[config.mk]
export PLATFORM = sky130hd
export DESIGN_NAME = uart_rx_buffer
export DESIGN_NICKNAME = d
export VERILOG_FILES = /design/src/rtl/uart_rx_buffer.sv
export SDC_FILE = /design/constraint.sdc
export NUM_CORES = 1
export LEC_CHECK = 0
export BUFFER_PORTS_ARGS = -buffer_cell sky130_fd_sc_hd__buf_2
export CAP_MARGIN = 0
export CORE_UTILIZATION = 55
export CTS_CLUSTER_DIAMETER = 60
export DETAILED_ROUTE_END_ITERATION = 7
export GPL_TIMING_DRIVEN = 0
export PLACE_DENSITY_LB_ADDON = 0.2
export SLEW_MARGIN = 25
export SYNTH_ARGS = -nofsm -noshare
export SYNTH_HDL_FRONTEND = slang
export SYNTH_SLANG_ARGS = --single-unit
[constraint.sdc]
create_clock -name clk -period 2.71 [get_ports clk]
set_input_delay 0.4065 -clock clk [delete_from_list [all_inputs] [get_ports clk]]
set_output_delay 0.4065 -clock clk [all_outputs]
set_load 0.01 [all_outputs]
[src/rtl/uart_rx_buffer.sv]
// ---------------------------------------------------------------------------
// uart_rx_buffer
//
// Circular receive FIFO between a UART receive stage and a transmit stage,
// plus a three-state issue FSM that hands one byte at a time to the
// transmitter and waits for its done strobe before offering the next one.
//
// Optional feature: define UART_RX_BUFFER_OVF_EN to enable the sticky
// overflow flag. Without it, ovf is tied to 0 and ovf_clr is ignored.
//
// Parameters
//   BYTE    data width in bits
//   DEPTH   FIFO entries, power of two, >= 2
//
// Ports
//   clk       in   single clock, rising edge
//   areset    in   asynchronous active-low reset
//   rx_valid  in   one-cycle strobe, byte present on rx_data
//   rx_data   in   received byte
//   tx_busy   in   transmit stage busy (only looked at in IDLE)
//   tx_done   in   one-cycle strobe, transmit stage finished a byte
//   tx_load   out  one-cycle strobe, tx_data has been loaded
//   tx_data   out  registered byte offered to the transmit stage
//   count     out  registered FIFO occupancy, 0..DEPTH
//   full      out  registered count == DEPTH
//   empty     out  registered count == 0
//   ovf       out  sticky overflow flag
//   ovf_clr   in   clears ovf
//
// Issue FSM
//   state | meaning
//   IDLE  | waiting for a byte in the FIFO and an idle transmitter
//   LOAD  | head byte just popped into tx_data, tx_load asserted (1 cycle)
//   WAIT  | byte handed over, waiting for tx_done
// ---------------------------------------------------------------------------
module uart_rx_buffer #(
  parameter int BYTE  = 8,
  parameter int DEPTH = 8
) (
  input  logic                     clk,
  input  logic                     areset,
  input  logic                     rx_valid,
  input  logic [BYTE-1:0]          rx_data,
  input  logic                     tx_busy,
  input  logic                     tx_done,
  output logic                     tx_load,
  output logic [BYTE-1:0]          tx_data,
  output logic [$clog2(DEPTH):0]   count,
  output logic                     full,
  output logic                     empty,
  output logic                     ovf,
  input  logic                     ovf_clr
);

  localparam int AW = $clog2(DEPTH);
  localparam int CW = AW + 1;
  localparam logic [CW-1:0] DEPTH_C = CW'(DEPTH);

  typedef enum logic [1:0] {
    IDLE = 2'd0,
    LOAD = 2'd1,
    WAIT = 2'd2
  } state_t;

  state_t state, state_nxt;

  logic [BYTE-1:0] mem [DEPTH];
  logic [AW-1:0]   wptr, rptr;
  logic [CW-1:0]   count_nxt;
  logic            pop;
  logic            push_ok;
  logic            drop;

  // ---------------------------------------------------------------------
  // Issue FSM: next state and strobes
  // ---------------------------------------------------------------------
  always_comb begin
    state_nxt = state;
    pop       = 1'b0;
    tx_load   = 1'b0;
    case (state)
      IDLE: begin
        // empty is registered, so a byte written this cycle cannot be
        // popped until the next one (no bypass path).
        if (!empty && !tx_busy) begin
          pop       = 1'b1;
          state_nxt = LOAD;
        end
      end
      LOAD: begin
        tx_load   = 1'b1;
        state_nxt = WAIT;
      end
      WAIT: begin
        if (tx_done) begin
          state_nxt = IDLE;
        end
      end
      default: begin
        state_nxt = IDLE;
      end
    endcase
  end

  always_ff @(posedge clk or negedge areset) begin
    if (!areset) begin
      state <= IDLE;
    end else begin
      state <= state_nxt;
    end
  end

  // ---------------------------------------------------------------------
  // FIFO push/pop qualification and occupancy
  // ---------------------------------------------------------------------
  // A push into a full FIFO still lands when the head is leaving in the
  // same cycle; otherwise the byte is dropped.
  assign push_ok = rx_valid && (!full || pop);
  assign drop    = rx_valid && full && !pop;

  always_comb begin
    count_nxt = count;
    case ({push_ok, pop})
      2'b10:   count_nxt = count + CW'(1);
      2'b01:   count_nxt = count - CW'(1);
      default: count_nxt = count;
    endcase
  end

  always_ff @(posedge clk or negedge areset) begin
    if (!areset) begin
      wptr  <= '0;
      rptr  <= '0;
      count <= '0;
      full  <= 1'b0;
      empty <= 1'b1;
    end else begin
      if (push_ok) begin
        wptr <= wptr + AW'(1);
      end
      if (pop) begin
        rptr <= rptr + AW'(1);
      end
      count <= count_nxt;
      full  <= (count_nxt == DEPTH_C);
      empty <= (count_nxt == '0);
    end
  end

  // Storage is not reset; reset only clears the pointers, which is enough
  // to discard the contents.
  always_ff @(posedge clk) begin
    if (push_ok) begin
      mem[wptr] <= rx_data;
    end
  end

  // tx_data is only rewritten on a pop, so it holds from LOAD until the
  // next byte is issued.
  always_ff @(posedge clk or negedge areset) begin
    if (!areset) begin
      tx_data <= '0;
    end else if (pop) begin
      tx_data <= mem[rptr];
    end
  end

  // ---------------------------------------------------------------------
  // Overflow flag
  // ---------------------------------------------------------------------
`ifdef UART_RX_BUFFER_OVF_EN
  // A drop wins over a simultaneous clear so no overflow event is lost.
  always_ff @(posedge clk or negedge areset) begin
    if (!areset) begin
      ovf <= 1'b0;
    end else if (drop) begin
      ovf <= 1'b1;
    end else if (ovf_clr) begin
      ovf <= 1'b0;
    end
  end
`else
  logic unused_ovf;
  assign unused_ovf = ovf_clr | drop;
  assign ovf        = 1'b0;
`endif

endmodule

# [Word-level counts from Yosys, hierarchy flattened]
# Memory sizes are Yosys's and may differ from the RTL's. A register that Yosys moved wholly into a read port is not among the register bits.
# Cells that the tools add are included.
# W data, S select, Z words.
[totals] elab_cells=37 mem_bits_rw=64 output_inout_bits=16 inputBits=14 mem_count=1 ff_bits=14
[op_classes] n_reduce_logical=10 mux=9 add_sub_neg=4 n_eq_ne=7
[mem_list] memory="mem" depth=8 width=8 read_ports=1 rd_clocked_by_memory_dff=1 wr=1 line_no="67" source="logic [BYTE-1:0] mem [DEPTH];"
[ops] op="$pmux W4 S2" n=1
[ops] op="$add A3 B1 Y3 const B" n=2
[ops] op="$pmux W2 S3" n=1
[ops] op="$mux W1" n=5
[ops] op="$add A4 B1 Y4 const B" n=1
[ops] op="$eq A2 B1 Y1 const B" n=2
[ops] op="$eq A2 B2 Y1 const B" n=2
[ops] op="$eq A4 B4 Y1 const B" n=1
[ops] op="$logic_not A1 Y1" n=4
[ops] op="$logic_not A4 Y1" n=1
[ops] op="$mux W2" n=2
[ops] op="$ne A2 B2 Y1 const B" n=2
[ops] op="$sub A4 B1 Y4 const B" n=1
[ops] op="$logic_and A1 B1 Y1" n=2
[ops] op="$logic_not A2 Y1" n=1
[ops] op="$reduce_and A2 Y1" n=1
[ops] op="$logic_or A1 B1 Y1" n=1

# [Logic depth before layout (Yosys ltp)]
[depth] depth_word=9 ltp_mapped=10 ltp_nobuf=10

# [Worst setup path after synthesis]
# OpenSTA, ideal clock, no wires.
[synth_timing] kind="flip-flop to flip-flop" start="register state[1]" end="register full" setup_slack_ns=0.302 required_ns=2.623 path_buffers=1 period_less_slack_ns=2.408 t_arrival_ns=2.322 setup_ns=0.087 stages_incl_launch_ff=10 path_cell_list="dfrtp_1 -> nor4_2 -> clkbuf_1 -> ha_1 -> xor2_1 -> ha_1 -> a21oi_1 -> xor2_1 -> o41a_1 -> a211oi_2"
[synth_between] elab_chain_cells=7 word_cells_on_any_way=8 classes_between="3 x eq/ne; 2 x mux; 3 x reduce/logical"
[synth_lines] element="start, declared" line_no="65" source="state_t state, state_nxt;"
[synth_lines] element="start signal, assigned" line_no="109" source="state <= state_nxt;"
[synth_lines] element="$logic_not A2 Y1 *" line_no="81" source="case (state)"
[synth_lines] element="$mux W1 *" line_no="81"
[synth_lines] element="named net pop" line_no="70" source="logic pop;"
[synth_lines] element="$logic_or A1 B1 Y1" line_no="118" source="assign push_ok = rx_valid && (!full || pop);"
[synth_lines] element="$logic_and A1 B1 Y1" line_no="118"
[synth_lines] element="$eq A2 B1 Y1 / $eq A2 B2 Y1 (equally long branches)" line_no="123" source="case ({push_ok, pop})"
[synth_lines] element="$pmux W4 S2 *" line_no="123"
[synth_lines] element="$eq A4 B4 Y1 *" line_no="145" source="full <= (count_nxt == DEPTH_C);"
[synth_lines] element="end signal, assigned" line_no="145"
[synth_lines] element="end, declared" line_no="49" source="output logic full,"
# The timed path passes the listed nets; every way through them passes the cells marked *.
# A chain may end at the register's enable or synchronous reset.

# [Final worst setup path]
[layout_timing] start="register state[0]" end="register empty"
[layout_between] elab_chain_cells=7 word_cells_on_any_way=8 classes_between="2 x eq/ne; 2 x mux; 4 x reduce/logical"
[layout_lines] element="$logic_not A2 Y1 *" line_no="81"
[layout_lines] element="$mux W1 *" line_no="81"
[layout_lines] element="$logic_or A1 B1 Y1" line_no="118"
[layout_lines] element="$logic_and A1 B1 Y1" line_no="118"
[layout_lines] element="$eq A2 B1 Y1 / $eq A2 B2 Y1 (equally long branches)" line_no="123"
[layout_lines] element="$pmux W4 S2 *" line_no="123"
[layout_lines] element="$logic_not A4 Y1 *" line_no="146" source="empty <= (count_nxt == '0);"
[layout_lines] element="end signal, assigned" line_no="146"
[layout_lines] element="end, declared" line_no="50" source="output logic empty,"
# Every way passes the cells marked *; elsewhere a longest branch is shown, timed or not.

==> metrics.md <==
| Metric | Value |
|---|---|
| Outcome | finished clean |
| Actual transition at the worst max-transition pin | about 960 ps |
| EDFF count, synth | 64 |
| Worst Setup End Kind | register |
| Start point of the critical path | state[0] |
| Cell repeated most along the worst path | sky130_fd_sc_hd__xor2_1 |
| Tightest slew margin relative to the limit | 0.361 |
| Post-layout instance count excluding filler cells | 324 |
| Crit start category | register |
| Post-synth design cell area | ~3500 um^2 |
| Post-detailed-route wirelength per cell | roughly 20 um |
| Clock sink count | 86 |
| Skew final | 8.53 ps |
| Kind of critical path | reg2reg |
| Instance count of the mapped netlist | around 200 |
| Most used flip-flop cell after synthesis | sky130_fd_sc_hd__edfxtp_1 |
| Clock slew at the register clock pins of the worst setup and hold paths | 90 ps |
| WP data arrival | roughly 2800 ps |
| Width of the chip | 82.0 um |
| Top-Level Pins | 30 |
| Power Density | about 1100 nW/um^2 |
| Net count of the finished layout | 263 |
| Crit-path max cell delay | roughly 440 ps |
| Final GP Congestion | 0.774 |
| Post-route cell area | about 4100 um^2 |
| Static leakage | roughly 1.5 nW |
| Number of global-route vias before repair | around 1800 |
| Count of pins over their slew limit | 0 |
| Worst setup slack after placement | -191 ps |
| Flip-flop and latch count after synthesis | 86 |
| Vias per cell | around 5.7 |
| Max-cap check violation count | 0 |
| Mapped Nets | about 220 |
| Highest metal used | met4 |
| Initial standard-cell utilization of the core | 0.581 |
| Fraction of final layout cells with drive strength greater than 1 | 0.329 |
| Total GRT Usage | 0.219 |
| Worst-case reg-to-reg path depth | 10 |
| Net switching power | around 0.0014 W |
| DR pass1 iterations | 4 |
| Synth-to-Final Area Change | 15.2% |
| Switching power as a share of total power | 0.314 |
| Seq pwr share | 0.416 |
| HP Class | in2async |
| Final Critical Period | 2570 ps |
| Antenna cells | 0 |
| Clock network power share | 0.252 |
| Post-Place Cell Area | ~3800 um^2 |
| Register area share after synthesis | 0.702 |
| DP Wirelength | approximately 4.0 mm |
| Req. time, crit path | approximately 3000 ps |
| Total congestion overflow | 0 |
| Detailed-routed wire length on met2 | approximately 3.4 mm |
| Placement Rows | 28 |
| Distinct cell type count of the synthesized netlist | 43 |
| Routed vias | 1840 |
| Global-route wire length before repair | 9.77 mm |
| Total Die Area | just under 7000 um^2 |
| Worst R2R Start | state[0] |
| Hold Violations, Final | 0 |
| Final worst path period share | 0.950 |
| Remaining antenna violation count | 0 |
| Antenna violations before repair | 0 |
| Number of placed instances with taps included | a little over 300 |
| Proportion of synthesized flip-flops having asynchronous set or reset | 0.256 |
| Maximum level of the CTS H-tree | 3 |
| M1 WL | 2.76 mm |
| TritonCTS clock tree | yes |
| Setup ws final | 136 ps |
| Critical path cell sequence | nor4_4 > o21a_2 > inv_2 > ha_2 > xor2_1 > ha_1 > a21oi_2 > xor2_1 > a221oi_2 > nor4_2 |
| Post-detailed-route DRC marker count | 0 |
| CP Max Fanout | 5 |
| CTS Buffer Depth | 2 |
| First-iteration detailed-routing DRC count | approximately 110 |
| Clock insertion delay at the later pin of the skew report | around 350 ps |
| Portion of total power attributed to combinational logic | 0.332 |
| Maximum VDD drop | 0.737 mV |
| Die Span Y | 82.0 um |
| CTS hold repair buffers | 0 |
| Std-Cell Core Area | slightly above 6000 um^2 |
| Worst Hold Margin | roughly 19 ps |
| Setup violations, final | 0 |
| Number of port buffers | 27 |
| Wire length on met3 | ~190 um |
| Pint | around 0.0031 W |
| Post-detailed-routing wire length | 6.42 mm |
| Root Driver | sky130_fd_sc_hd__clkbuf_8 |
| Mapped Avg Cell Area | ~17 um^2 |
| Ys Warns | 0 |
| Achievable frequency | between 300 and 400 MHz |
| Num CTS Buffers | 9 |
| Slowest-stage cell, CP | sky130_fd_sc_hd__dfrtp_2 |
| Maximum number of pins on one net before global-route repair | 23 |
final timing paths:
path / endpoint / slack (ps)
hold / removal: count[0] / 20
setup reg to reg: empty / 140
max in group asynchronous: state[0] / 2310
hold reg to reg: tx_data[4] / 520
setup / recovery: empty / 140
min in group clk: state[0] / 250
cell usage in the layout (no fill, tap or decap), types with 2 or more instances in the layout:
cell | netlist | final
sky130_fd_sc_hd__clkinv_1 | 0 | 2
sky130_fd_sc_hd__nand2b_1 | 3 | 3
sky130_fd_sc_hd__clkbuf_8 | 0 | 9
sky130_fd_sc_hd__buf_4 | 1 | 3
sky130_fd_sc_hd__bufinv_16 | 0 | 4
sky130_fd_sc_hd__ha_1 | 5 | 4
sky130_fd_sc_hd__mux4_2 | 16 | 16
sky130_fd_sc_hd__edfxtp_1 | 64 | 64
sky130_fd_sc_hd__xnor2_1 | 3 | 3
sky130_fd_sc_hd__nand2_1 | 12 | 12
sky130_fd_sc_hd__a21oi_1 | 9 | 8
sky130_fd_sc_hd__buf_2 | 2 | 29
sky130_fd_sc_hd__dfrtp_1 | 21 | 20
sky130_fd_sc_hd__nor3_2 | 0 | 2
sky130_fd_sc_hd__clkbuf_2 | 2 | 2
sky130_fd_sc_hd__clkbuf_1 | 3 | 2
sky130_fd_sc_hd__buf_6 | 2 | 2
sky130_fd_sc_hd__xor2_1 | 4 | 4
sky130_fd_sc_hd__mux2i_1 | 8 | 8
sky130_fd_sc_hd__inv_1 | 2 | 2
sky130_fd_sc_hd__nor2_1 | 18 | 18
critical path: cells and delay by family, from the launching register on:
kind            cells  cell delay (ps)
simple gates        2              600
flops               1              440
fa+ha+maj           2              420
compound gates      3              500
buf+inv             1               70
xor+xnor            2              460
power by group through the flow:
stage	sequential, W	combinational [W]	clock [W]
floorplan	0.00192	0.00106	0
global placement	0.00190	0.00146	0
detailed placement	0.00192	0.00150	0
CTS	0.00189	0.00151	0.00116
global route	0.00193	0.00169	0.00121
finish	0.00190	0.00151	0.00115
routing by layer:
| layer | global-route usage | up-vias |
|---|---|---|
| met3 | 0.0422 | 10 |
| met5 | 0 | - |
| met1 | 0.273 | 922 |
| met2 | 0.371 | 40 |
| met4 | 0.0947 | 0 |
| li1 | - | 868 |
sequential cells by signal, summed over array words and instances (netlist names):
signal,flops
mem,64
tx_data,8
count,4
rptr,3
wptr,3
state,2
empty,1
full,1
repair_timing:
item                                   CTS  global route
setup endpoints to repair                3             3
endpoints found under the hold margin    0             0
gates resized for setup                  2             6
setup buffers                            0             2
pin swaps                                0             5
cloned                                   0             0
cells in the mapped netlist (2+ instances only):
cell type	number	area [um^2]
sky130_fd_sc_hd__buf_2	2	10.0
sky130_fd_sc_hd__nand2_1	12	45.0
sky130_fd_sc_hd__mux2i_1	8	80.1
sky130_fd_sc_hd__clkbuf_2	2	10.0
sky130_fd_sc_hd__a21oi_1	9	45.0
sky130_fd_sc_hd__edfxtp_1	64	1920
sky130_fd_sc_hd__xnor2_1	3	26.3
sky130_fd_sc_hd__buf_6	2	22.5
sky130_fd_sc_hd__clkbuf_1	3	11.3
sky130_fd_sc_hd__nor4_2	2	25.0
sky130_fd_sc_hd__nand2b_1	3	18.8
sky130_fd_sc_hd__inv_1	2	7.51
sky130_fd_sc_hd__xor2_1	4	35.0
sky130_fd_sc_hd__mux4_2	16	360
sky130_fd_sc_hd__nor3_1	3	15.0
sky130_fd_sc_hd__nor2_1	18	67.6
sky130_fd_sc_hd__ha_1	5	62.6
sky130_fd_sc_hd__dfrtp_1	21	526
kinds of logic (layout without fill, tap and decap cells):
logic type | count (synthesis) | count (layout) | synth area share
other | 1 | 1 | 0.00106
DFF | 86 | 86 | 0.702
xor gates and xnor gates | 7 | 7 | 0.0174
AOI/OAI and AO/OA | 20 | 20 | 0.0426
and+or+nand+nor | 46 | 46 | 0.0668
buffers and inverters | 13 | 58 | 0.0206
muxes | 26 | 26 | 0.131
adders and majority gates | 5 | 5 | 0.0178
stage by stage:
step,total power (W),utilization,TNS [ps]
floorplan,0.00298,-,0
global placement,0.00336,0.619,-992
detailed placement,0.00342,0.621,-467
CTS,0.00456,0.664,0
global route,0.00483,0.669,-28.5
finish,0.00456,0.669,0
cell type report:
type / count / area [um^2]
Timing Repair Buffer: 29 / 150
Fill cell: 423 / 2000
Inverter: 3 / 11.3
Tap cell: 75 / 93.8
Clock buffer: 9 / 124
Clock inverter: 7 / 136
Buffer: 10 / 65.1
Multi-Input combinational cell: 105 / 1000
Sequential cell: 86 / 2470
Note: power is estimated with default switching activity, not from simulation.
